### src/rtl/trng_postproc.sv
// TRNG post-processor: synchronises and decimates the raw entropy bit, runs a
// repetition-count health test, Von Neumann debiases and packs words for valid/ready.
module trng_postproc #(
    parameter int OUT_W      = 32,
    parameter int SAMPLE_DIV = 4,
    parameter int RCT_CUTOFF = 32
) (
    input  logic             i_clk,
    input  logic             i_rst,
    input  logic             i_en,
    input  logic             i_raw,
    input  logic             i_ready,
    input  logic             i_clr_alarm,
    output logic [OUT_W-1:0] o_data,
    output logic             o_valid,
    output logic             o_alarm,
    output logic             o_overrun
);
    localparam int DIV_W = (SAMPLE_DIV > 1) ? $clog2(SAMPLE_DIV) : 1;
    localparam int CNT_W = $clog2(OUT_W);
    localparam int RCT_W = $clog2(RCT_CUTOFF + 1);

    localparam logic [DIV_W-1:0] DIV_LAST = DIV_W'(SAMPLE_DIV - 1);
    localparam logic [CNT_W-1:0] CNT_LAST = CNT_W'(OUT_W - 1);
    localparam logic [RCT_W-1:0] RCT_MAX  = RCT_W'(RCT_CUTOFF);

    localparam logic [0:0] ST_EMPTY      = 1'b0;
    localparam logic [0:0] ST_HAVE_FIRST = 1'b1;

    logic             s1_q, s1_d, s2_q, s2_d;
    logic [DIV_W-1:0] div_q, div_d;
    logic [0:0]       state_q, state_d;
    logic             first_q, first_d;
    logic             prev_q, prev_d;
    logic [RCT_W-1:0] rct_q, rct_d;
    logic [OUT_W-2:0] acc_q, acc_d;
    logic [CNT_W-1:0] cnt_q, cnt_d;
    logic [OUT_W-1:0] data_q, data_d;
    logic             valid_q, valid_d;
    logic             alarm_q, alarm_d;
    logic             overrun_q, overrun_d;

    logic             strobe_s;
    logic             trip_s;
    logic             block_s;
    logic             emit_s;
    logic             bit_s;
    logic             free_s;
    logic [RCT_W-1:0] rct_inc_s;
    logic [OUT_W-1:0] acc_shift_s;

    // Saturating run length: restart at 1 on a change, stop counting at the cutoff.
    function automatic logic [RCT_W-1:0] rct_step(input logic [RCT_W-1:0] cnt,
                                                  input logic             same);
        logic [RCT_W-1:0] r;
        if (!same) begin
            r = RCT_W'(1);
        end else if (cnt >= RCT_MAX) begin
            r = RCT_MAX;
        end else begin
            r = cnt + RCT_W'(1);
        end
        return r;
    endfunction

    // Synchroniser, sample divider and repetition-count health test.
    always_comb begin
        s1_d      = i_raw;
        s2_d      = s1_q;
        strobe_s  = i_en && (div_q == DIV_LAST);
        rct_inc_s = rct_step(rct_q, s2_q == prev_q);
        trip_s    = strobe_s && (rct_inc_s == RCT_MAX);
        prev_d    = strobe_s ? s2_q : prev_q;
        if (!i_en || strobe_s) begin
            div_d = '0;
        end else begin
            div_d = div_q + DIV_W'(1);
        end
        if (!i_en || i_clr_alarm) begin
            rct_d = '0;
        end else if (strobe_s) begin
            rct_d = rct_inc_s;
        end else begin
            rct_d = rct_q;
        end
        // A trip on the clearing edge must not be lost.
        if (trip_s) begin
            alarm_d = 1'b1;
        end else if (i_clr_alarm) begin
            alarm_d = 1'b0;
        end else begin
            alarm_d = alarm_q;
        end
    end

    // Von Neumann pair FSM: 10 -> 1, 01 -> 0, equal pairs discarded.
    always_comb begin
        block_s = alarm_q || trip_s;
        state_d = state_q;
        first_d = first_q;
        emit_s  = 1'b0;
        bit_s   = first_q;
        if (!i_en || block_s) begin
            state_d = ST_EMPTY;
        end else if (strobe_s) begin
            case (state_q)
                ST_EMPTY: begin
                    first_d = s2_q;
                    state_d = ST_HAVE_FIRST;
                end
                ST_HAVE_FIRST: begin
                    emit_s  = (first_q != s2_q);
                    state_d = ST_EMPTY;
                end
                default: begin
                    state_d = ST_EMPTY;
                end
            endcase
        end else begin
            state_d = state_q;
        end
    end

    // Word packing and output handshake; a full output with no taker drops bits.
    always_comb begin
        free_s      = !valid_q || i_ready;
        acc_shift_s = {acc_q, bit_s};
        acc_d       = acc_q;
        cnt_d       = cnt_q;
        data_d      = data_q;
        valid_d     = valid_q && !i_ready;
        overrun_d   = i_clr_alarm ? 1'b0 : overrun_q;
        if (block_s) begin
            acc_d   = '0;
            cnt_d   = '0;
            valid_d = 1'b0;
        end else if (emit_s) begin
            if (cnt_q != CNT_LAST) begin
                acc_d = acc_shift_s[OUT_W-2:0];
                cnt_d = cnt_q + CNT_W'(1);
            end else if (free_s) begin
                data_d  = acc_shift_s;
                valid_d = 1'b1;
                cnt_d   = '0;
            end else begin
                overrun_d = 1'b1;
            end
        end else begin
            acc_d = acc_q;
        end
    end

    // State registers.
    always_ff @(posedge i_clk or posedge i_rst) begin
        if (i_rst) begin
            s1_q      <= 1'b0;
            s2_q      <= 1'b0;
            div_q     <= '0;
            state_q   <= ST_EMPTY;
            first_q   <= 1'b0;
            prev_q    <= 1'b0;
            rct_q     <= '0;
            acc_q     <= '0;
            cnt_q     <= '0;
            data_q    <= '0;
            valid_q   <= 1'b0;
            alarm_q   <= 1'b0;
            overrun_q <= 1'b0;
        end else begin
            s1_q      <= s1_d;
            s2_q      <= s2_d;
            div_q     <= div_d;
            state_q   <= state_d;
            first_q   <= first_d;
            prev_q    <= prev_d;
            rct_q     <= rct_d;
            acc_q     <= acc_d;
            cnt_q     <= cnt_d;
            data_q    <= data_d;
            valid_q   <= valid_d;
            alarm_q   <= alarm_d;
            overrun_q <= overrun_d;
        end
    end

    assign o_data    = data_q;
    assign o_valid   = valid_q;
    assign o_alarm   = alarm_q;
    assign o_overrun = overrun_q;

endmodule
### config.mk
export PLATFORM = sky130hd
export DESIGN_NAME = trng_postproc
export DESIGN_NICKNAME = d
export VERILOG_FILES = /design/src/rtl/trng_postproc.sv
export SDC_FILE = /design/constraint.sdc
export NUM_CORES = 1
export LEC_CHECK = 0
export ABC_AREA = 0
export CAP_MARGIN = 20
export CELL_PAD_IN_SITES_DETAIL_PLACEMENT = 1
export CELL_PAD_IN_SITES_GLOBAL_PLACEMENT = 2
export CORE_MARGIN = 1
export CORE_UTILIZATION = 30
export CTS_CLUSTER_SIZE = 16
export DETAILED_ROUTE_END_ITERATION = 6
export MAX_ROUTING_LAYER = met4
export PLACE_DENSITY_LB_ADDON = 0.1
export SLEW_MARGIN = 20
export SYNTH_ARGS = -nofsm -noshare
export SYNTH_HDL_FRONTEND = slang
export SYNTH_SLANG_ARGS = --single-unit
### constraint.sdc
create_clock -name i_clk -period 3.3 [get_ports i_clk]
set_input_delay 0.495 -clock i_clk [delete_from_list [all_inputs] [get_ports i_clk]]
set_output_delay 0.495 -clock i_clk [all_outputs]
set_load 0.01 [all_outputs]
### Yosys cells after proc, flatten, opt, wreduce, memory -nomap -nowiden

Index checks and enable logic that the tools add are counted.

| storage, ports and cells | value |
|---|---|
| register bits after elaboration | 84 |
| output and inout bits | 35 |
| word-level logic and storage cells | 76 |

| operators by class | value |
|---|---|
| muxes and demuxes | 29 |
| equal/unequal tests | 5 |
| add/sub/neg operators | 3 |
| magnitude comparators | 1 |
| bitwise logic cells | 4 |
| reduce and logical (&&, ||, !) cells | 21 |

Operator list:

| cell | number |
|---|---|
| $mux 31 | 3 |
| $mux 6 | 4 |
| $mux 5 | 4 |
| $mux 1 | 16 |
| $reduce_bool 2->1 | 5 |
| $add 6x1->6 const B | 1 |
| $eq 6x6->1 const B | 1 |
| $ge 6x6->1 const B | 1 |
| $add 5x1->5 const B | 1 |
| $logic_or 1x1->1 | 5 |
| $ne 5x5->1 const B | 1 |
| $not 1->1 | 4 |
| $reduce_and 2->1 | 2 |
| $reduce_and 4->1 | 1 |
| $logic_and 1x1->1 | 3 |
| $logic_not 1->1 | 3 |
| $reduce_and 3->1 | 1 |
| $reduce_bool 3->1 | 1 |
| $add 2x1->2 const B | 1 |
| $eq 2x2->1 const B | 1 |
| $mux 2 | 1 |
| $pmux 1 s2 | 1 |
| $eq 1x1->1 | 1 |
| $ne 1x1->1 | 1 |

### Longest topological paths before layout

Gate-level depths: netlist of run 1.

| depth | value |
|---|---|
| depth in word-level cells | 10 |
| depth in mapped cells | 8 |
| depth with buffers taken out | 6 |

### Least setup slack after synthesis of run 1

OpenSTA, ideal clock, no wires.

| path | value |
|---|---|
| path kind | register -> register |
| start | register cnt_q[0] |
| end | register data_q[10] (netlist: o_data[10]) |
| setup time | 125 ps |
| arrival time | 2218 ps |
| required time | 3175 ps |
| path slack | 957 ps |
| cell stages (with the launch flop) | 8 |
| clock period less this slack | 2343 ps |
| path buffers | 1 |
| cell sequence | dfrtp_1 ha_1 and3_1 ha_1 or4b_4 a211oi_4 buf_6 mux2_2 |

| between the ends | value |
|---|---|
| cells in the longest elaborated chain, start to end | 3 |

Ends and longest elaborated chain:

| what | line | source |
|---|---|---|
| start: declaration | 37 | `logic [CNT_W-1:0] cnt_q, cnt_d;` |
| start signal: assignment | 178 | `cnt_q <= cnt_d;` |
| $ne 5x5->1 | 138 | `if (cnt_q != CNT_LAST) begin` |
| $not 1->1 (no source line) | -- |  |
| $reduce_and 4->1 (no source line) | -- |  |
| end signal: assignment | 179 | `data_q <= data_d;` |
| end: declaration | 38 | `logic [OUT_W-1:0] data_q, data_d;` |

Every way passes these cells.
A chain may end at the register's enable or synchronous reset.

### Worst setup path after layout of run 1

| path | value |
|---|---|
| start | register cnt_q[0] |
| end | register data_q[28] (netlist: o_data[28]) |

Same word-level chain as after synthesis.

==> results by group, run 1 <==
Placed design
  – I/O Buffers: 40
  – Global placer's final weighted congestion: 0.738
  – Dpl cells: about 470
  – DP Area: between 4000 and 5000 um2
  – Post-Place Worst Slack: 0.438 ns
  – Post-DP HPWL: 4.47 mm

Global route
  – Largest net degree at the start of global routing: 85
  – Vias in the first global route: between 2000 and 2500
  – Initial antenna violation count: 0
  – Overflow after GRT: 0
  – First-pass GRT wire length: around 12 mm
  – Global Route Usage Sum: approximately 14%

Worst setup path
  – Slowest cell on crit path: or4b_4
  – Data required, critical path: between 3 and 4 ns
  – Reg2reg path depth: 7
  – R2r setup slk: 0.76 ns
  – Crit path from: cnt_q[0]$_DFFE_PP0P_
  – Arr. time, crit path: 2.75 ns
  – Crit path to: o_data[28]$_DFFE_PP0P_
  – Delay-heaviest family, CP: simple AND/OR/NAND/NOR gates
  – CP Depth: 7
  – Crit path top cell by count: ha_1
  – Critical-path cell list: ha_1 -> and3_1 -> ha_1 -> or4b_4 -> a211oi_4 -> buf_12 -> mux2_2
  – Worst r2r dst: o_data[28]$_DFFE_PP0P_
  – Crit path buffers/inverters: 1
  – Largest stage delay on the critical path: around 0.50 ns
  – Critical path peak fanout: 32
  – Endpoint class of the critical path: flop
  – CP Class: flop to flop
  – FF-to-FF Start: cnt_q[0]$_DFFE_PP0P_
  – Worst setup SP type: flop

Cells and area
  – FF/Latch Area: around 2100 um2
  – Area growth syn-to-layout: 26.1%
  – Fin area: around 4400 um2
  – Multi-input logic area: about 1300 um2
  – Net count, final: about 360
  – # fillers: between 1000 and 1500
  – Final std cells w/o fill: just under 500
  – ANT cells: 0
  – Share of cells above drive strength 1: about 18%

Clock tree
  – Post-CTS sizing: 0
  – Clock Pin Slew Worst Setup and Hold Paths: approximately 0.070 ns
  – Num Clock Sinks: 84
  – Post CTS Setup Buffer Count: 0
  – TritonCTS clock tree: built
  – Clock Tree Buf Depth: 2
  – Htree depth: 3
  – Post-CTS Hold Buffers: 0
  – Clock root cell: clkbuf_16
  – TritonCTS Buffers: 9
  – Clk Latency, worst-skew pair: roughly 0.33 ns

Synth
  – Post-Syn Area: ~3500 um2
  – YS warnings: 0
  – Async SR Flop Fraction: 100%
  – Number of enable flip-flop cells after synthesis: 0
  – Most frequent cells after synthesis: 84 x dfrtp_1, 70 x nand2_1, 34 x a21oi_1
  – Synth area leaders: dfrtp_1 61%, mux2_2 11%, nand2_1 7.6%, a21oi_1 4.9%, ha_1 1.8%
  – Post-synthesis area per instance: roughly 11 um2
  – Top cell type's share of synthesized area: 60.7%
  – Yosys top cell by area: dfrtp_1
  – Post-synthesis sequential area ratio: between 60% and 70%
  – Distinct cells, synth: 38
  – Syn Nets: 314
  – FF+latch count, synth: 84
  – Post-synthesis cell count: 303
  – Count leader, synth: dfrtp_1
  – Post-synth top flop: dfrtp_1

Route
  – DRT antenna net count: 0
  – DRT iter0 DRCs: 98
  – Remaining DRCs: 0
  – WL/cell: ~15 um
  – WL final: just over 7 mm
  – Via-to-Cell Ratio: ~4.9
  – DR vias: between 2000 and 2500
  – Pre-Repair DR Iteration Count: 4

Floorplanning
  – Row cnt: 38
  – I/O pin cnt: between 40 and 50
  – Initial Util: 31.4%
  – CORE AREA: approximately 11000 um2
  – Die area: 12000 um2
  – Chip height: about 110 um
  – Die X: 109 um

Timing
  – Final Hold Fails: 0
  – Post-route setup TNS: 0 ns
  – Clk_skew: 0.00821 ns
  – Worst Max-Slew Pin Slew: slightly above 0.8 ns
  – Final setup viols: 0
  – Fmax: ~400 MHz
  – Fin crit period: between 2 and 3 ns
  – Max_slew headroom: between 40% and 50%
  – Final worst-path setup slack: between 0.7 and 0.8 ns
  – RSZ-0062 raised after global routing: no
  – Final max-slew violation count: 0
  – Period utilization: a little under 80%

Power
  – Cell leakage power: 1.97 nW
  – Total power draw: ~2.3 mW
  – PD cells: ~520 nW/um2
  – VDD IR max: 0.284 mV

Worst hold path
  – Hold Path Class: flop to flop

Outcome
  – Status: complete, no violations

Run
  – MaxCap Viol Count: 0
layer usage:
layer / global-route usage, % / wire length, um / part of all wire [%]
met5: - / 0 / 0
met2: 19.5 / 3110 / 43
met4: 6.29 / 130 / 1.8
met1: 19.5 / 3700 / 52
met3: 2.37 / 218 / 3.0
where the power goes:
part           total, mW  switching (mW)  internal [mW]
Combinational     0.0943          0.0604         0.0339
Sequential          1.07          0.0174           1.05
Clock               1.10           0.414          0.684
Total               2.26           0.491           1.77
cells by family after synthesis:
| family | after synthesis | synth area share (%) |
|---|---|---|
| adders and majority gates | 5 | 1.81 |
| and+or+nand+nor | 99 | 12.4 |
| xor gates and xnor gates | 3 | 0.759 |
| muxes | 37 | 12.0 |
| DFF | 84 | 60.7 |
| AOI/OAI and AO/OA | 54 | 9.39 |
| buffers and inverters | 21 | 2.96 |
layout by cell type (no fill, tap or decap), types with 2 or more instances in the layout:
| master | instances |
|---|---|
| dfrtp_1 | 84 |
| nand2_1 | 70 |
| clkdlybuf4s50_1 | 40 |
| a21oi_1 | 34 |
| mux2_2 | 33 |
| nor2_1 | 9 |
| clkbuf_16 | 9 |
| o21ai_0 | 7 |
| inv_1 | 5 |
| ha_1 | 5 |
| nand3_1 | 3 |
| clkinv_2 | 3 |
| buf_12 | 3 |
| xor2_1 | 2 |
| and3_1 | 2 |
| and3b_1 | 2 |
| a211oi_1 | 2 |
| mux2i_1 | 2 |
| a41oi_1 | 2 |
| nand2b_1 | 2 |
| or2_2 | 2 |
| nor4_1 | 2 |
| mux2_1 | 2 |
| clkinv_4 | 2 |
| bufinv_16 | 2 |
| buf_4 | 2 |
worst min path at each step:
stage | cells past startpoint | from | slack [ns] | end
3_5_place_dp | 0 | s1_q$_DFF_PP0_ | 0.34 | s2_q$_DFF_PP0_
4_1_cts | 0 | s1_q$_DFF_PP0_ | 0.36 | s2_q$_DFF_PP0_
2_1_floorplan | 0 | s1_q$_DFF_PP0_ | 0.33 | s2_q$_DFF_PP0_
3_3_place_gp | 0 | s1_q$_DFF_PP0_ | 0.33 | s2_q$_DFF_PP0_
5_1_grt | 0 | s1_q$_DFF_PP0_ | 0.38 | s2_q$_DFF_PP0_
6_report | 0 | s1_q$_DFF_PP0_ | 0.36 | s2_q$_DFF_PP0_
layout make-up:
type | count | share of cell area [%]
flip-flops and latches | 84 | 48.1
multi-input cells | 198 | 28.9
repair buffers | 45 | 10.9
clock buffers | 10 | 5.47
well taps | 140 | 4.01
clock inverters | 6 | 2.01
inverters | 6 | 0.544
sequential cells by signal, summed over array words and instances (netlist names), 2 cells and up:
signal	cells
rct_q	6
o_data	32
acc_q	31
div_q	2
cnt_q	5
worst reg2reg max path, cell delays in order (launching register included):
cell and delay (ns):
dfrtp_1 0.39, ha_1 0.21, and3_1 0.18, ha_1 0.26
or4b_4 0.50, a211oi_4 0.25, buf_12 0.25, mux2_2 0.37
per-stage QoR:
stage          hold slack [ns]  util, %
3_3_place_gp             0.334     36.6
2_1_floorplan            0.331        -
3_5_place_dp             0.336     36.6
6_report                 0.362     39.6
4_1_cts                  0.365     39.6
5_1_grt                  0.382     39.6
Note: power is estimated with default switching activity, not from simulation.
==> inputs of run 2 (changes only) <==
==> constraint.sdc (replaced) <==
create_clock -name i_clk -period 2.5 [get_ports i_clk]
set_input_delay 0.375 -clock i_clk [delete_from_list [all_inputs] [get_ports i_clk]]
set_output_delay 0.375 -clock i_clk [all_outputs]
set_load 0.01 [all_outputs]
==> results by group, run 2 (synthesis gave the netlist of run 1 again) <==
Outcome
  – Status: complete, no violations

Worst setup path
  – Endpoint class of the critical path: flop
  – Arr. time, crit path: 2.63 ns (-0.12 ns)
  – Critical-path cell list: ha_1 -> and3_1 -> ha_1 -> or4b_4 -> a211oi_4 -> buf_4 -> buf_6 -> mux2_2
  – FF-to-FF Start: cnt_q[1]$_DFFE_PP0P_
  – Worst setup SP type: flop
  – R2r setup slk: 0.09 ns (-0.67 ns)
  – Crit path buffers/inverters: 2 (+1)
  – Crit path top cell by count: ha_1
  – Worst r2r dst: o_data[5]$_DFFE_PP0P_
  – Data required, critical path: 2.72 ns (-0.79 ns)
  – Largest stage delay on the critical path: 0.48 ns (-0.02 ns)
  – CP Class: flop to flop
  – CP Depth: 8 (+1)
  – Reg2reg path depth: 8 (+1)
  – Slowest cell on crit path: or4b_4
  – Delay-heaviest family, CP: simple AND/OR/NAND/NOR gates
  – Critical path peak fanout: 11 (-66%)

Power
  – Clock share of power: 46.2% (-2.4 points)
  – Sw Ratio: 22.3% (+0.50 points)
  – Comb power frac: 5.3% (+1.1 points)
  – NetSw: 0.645 mW (+31%)
  – Cell leakage power: 2.05 nW (+4.2%)
  – PD cells: 640 nW/um2 (+24%)
  – VDD IR max: 0.345 mV (+22%)
  – Sequential Power Share: 48.5% (+1.3 points)
  – P_int: 2.25 mW (+28%)

Route
  – Via-to-Cell Ratio: 4.77 (-1.7%)
  – Pre-Repair DR Iteration Count: 3 (-1)
  – DRT iter0 DRCs: 41 (-58%)
  – DRT antenna net count: 0 (unchanged)
  – WL/cell: 15.3 um (+4.2%)
  – WL final: 7.72 mm (+7.8%)
  – Remaining DRCs: 0 (unchanged)
  – DR vias: 2415 (+1.7%)

Worst hold path
  – Hold Path Class: flop to flop
  – Min-delay src: s1_q$_DFF_PP0_
  – Sink of the worst hold path: s2_q$_DFF_PP0_
  – Hold Path Depth: 0 (unchanged)

Clock tree
  – Htree depth: 3 (unchanged)
  – Clock Pin Slew Worst Setup and Hold Paths: 0.06 ns (about the same)
  – TritonCTS clock tree: built
  – Num Clock Sinks: 84 (unchanged)
  – Post-CTS Hold Buffers: 0 (unchanged)
  – TritonCTS Buffers: 9 (unchanged)
  – Clock Tree Buf Depth: 2 (unchanged)
  – Clock root cell: clkbuf_16
  – Clk Latency, worst-skew pair: 0.33 ns (about the same)

Cells and area
  – Net count, final: 372 (+4.8%)
  – Util after Layout: 41.1% (+1.5 points)
  – Most frequent cells in the layout: 84 x dfrtp_1, 70 x nand2_1, 40 x clkdlybuf4s50_1
  – ANT cells: 0 (unchanged)
  – Area growth syn-to-layout: 30.8%
  – Max reg flops: 32 (unchanged)
  – Fin area: 4530 um2 (+3.8%)
  – Share of cells above drive strength 1: 21.3% (+3.5 points)
  – Commonest non-fill, non-tap cell in the layout: dfrtp_1
  – Final std cells w/o fill: 506 (+3.5%)

Timing
  – Max_slew headroom: 62.3% (+17 points)
  – Clk_skew: 0.00931 ns (+0.00109 ns)
  – Fin crit period: 2.41 ns (-0.134 ns)
  – Period utilization: 96.3% (+19 points)
  – Post-route setup TNS: 0 ns (unchanged)
  – Final Hold Fails: 0 (unchanged)
  – Fmax: 415 MHz (+5.6%)
  – Worst Max-Slew Pin Slew: 0.561 ns (-0.251 ns)
  – Final max-slew violation count: 0 (unchanged)
  – Final setup viols: 0 (unchanged)

Placed design
  – Post-DP HPWL: 4.96 mm (+11%)
  – I/O Buffers: 40 (unchanged)
  – DP Area: 4190 um2 (+3.6%)
  – Dpl cells: 487 (+3.0%)
  – Global placer's final weighted congestion: 0.705 (-4.4%)

Global route
  – Initial antenna violation count: 0 (unchanged)
  – Overflow after GRT: 0 (unchanged)
  – Vias in the first global route: 2573 (+5.8%)
  – First-pass GRT wire length: 13.3 mm (+7.9%)
  – Largest net degree at the start of global routing: 37 (-56%)
  – Global Route Usage Sum: 15.1% (+1.2 points)

Floorplanning
  – I/O pin cnt: 41 (unchanged)
  – Die area: 12000 um2 (unchanged)
  – Initial Util: 31.4% (unchanged)
  – Die X: 109 um (unchanged)
  – Row cnt: 38 (unchanged)
  – CORE AREA: 11000 um2 (unchanged)
  – Chip height: 109 um (unchanged)

Run
  – MaxCap Viol Count: 0 (unchanged)
## run 2: cell types whose count changed in the layout (fill, tap and decap cells not counted)
cell and delta:
buf_12 +3, buf_4 +12, clkinvlp_4 +3, buf_6 +1
clkinv_4 -2, clkinv_2 -2, clkbuf_1 +1, clkbuf_16 +1
inv_6 +1, bufinv_16 -1
## run 2: how the worst max path moves through the flow
| stage | endpoint | start |
|---|---|---|
| floorplan | o_data[10]$_DFFE_PP0P_ | cnt_q[0]$_DFFE_PP0P_ |
| global placement | o_data[6]$_DFFE_PP0P_ | i_en |
| detailed placement | o_data[5]$_DFFE_PP0P_ | i_en |
| CTS | o_data[5]$_DFFE_PP0P_ | cnt_q[1]$_DFFE_PP0P_ |
| global route | o_data[30]$_DFFE_PP0P_ | cnt_q[1]$_DFFE_PP0P_ |
| finish | o_data[5]$_DFFE_PP0P_ | cnt_q[1]$_DFFE_PP0P_ |
## run 2: final cells by class
type	instances	area (um2)
repair buffers	62	662
clock inverters	5	58.8
clock buffers	11	243
well taps	140	175
multi-input cells	198	1260
flip-flops and latches	84	2100
fillers	1210	6500
inverters	6	26.3
## run 2: per-layer routing
metal / vias up / share of wire, % / GRT usage (%)
li1: 1156 / - / -
met1: 1220 / 51 / 20.5
met2: 29 / 45 / 21.8
met3: 10 / 2.4 / 2.90
met4: 0 / 1.7 / 6.86
met5: - / 0 / -
## run 2: through the flow
step	setup WS [ns]	hold slack, ns	power [mW]
floorplan	0.157	0.331	1.51
global placement	-0.0476	0.337	1.59
detailed placement	-0.0551	0.336	1.59
CTS	0.0404	0.350	2.95
global route	-0.0198	0.372	3.02
finish	0.0918	0.355	2.90
## run 2: power by group through the flow
stage	Clock, mW	Sequential, mW	Combinational [mW]
global route	1.44	1.41	0.172
global placement	0	1.43	0.156
floorplan	0	1.43	0.0861
detailed placement	0	1.43	0.155
CTS	1.39	1.41	0.156
finish	1.34	1.41	0.153
## run 2: timing repair
| action | CTS | global route |
|---|---|---|
| endpoints found under the setup margin | 0 | 24 |
| setup buffers | 0 | 2 |
| resized for setup | 0 | 1 |
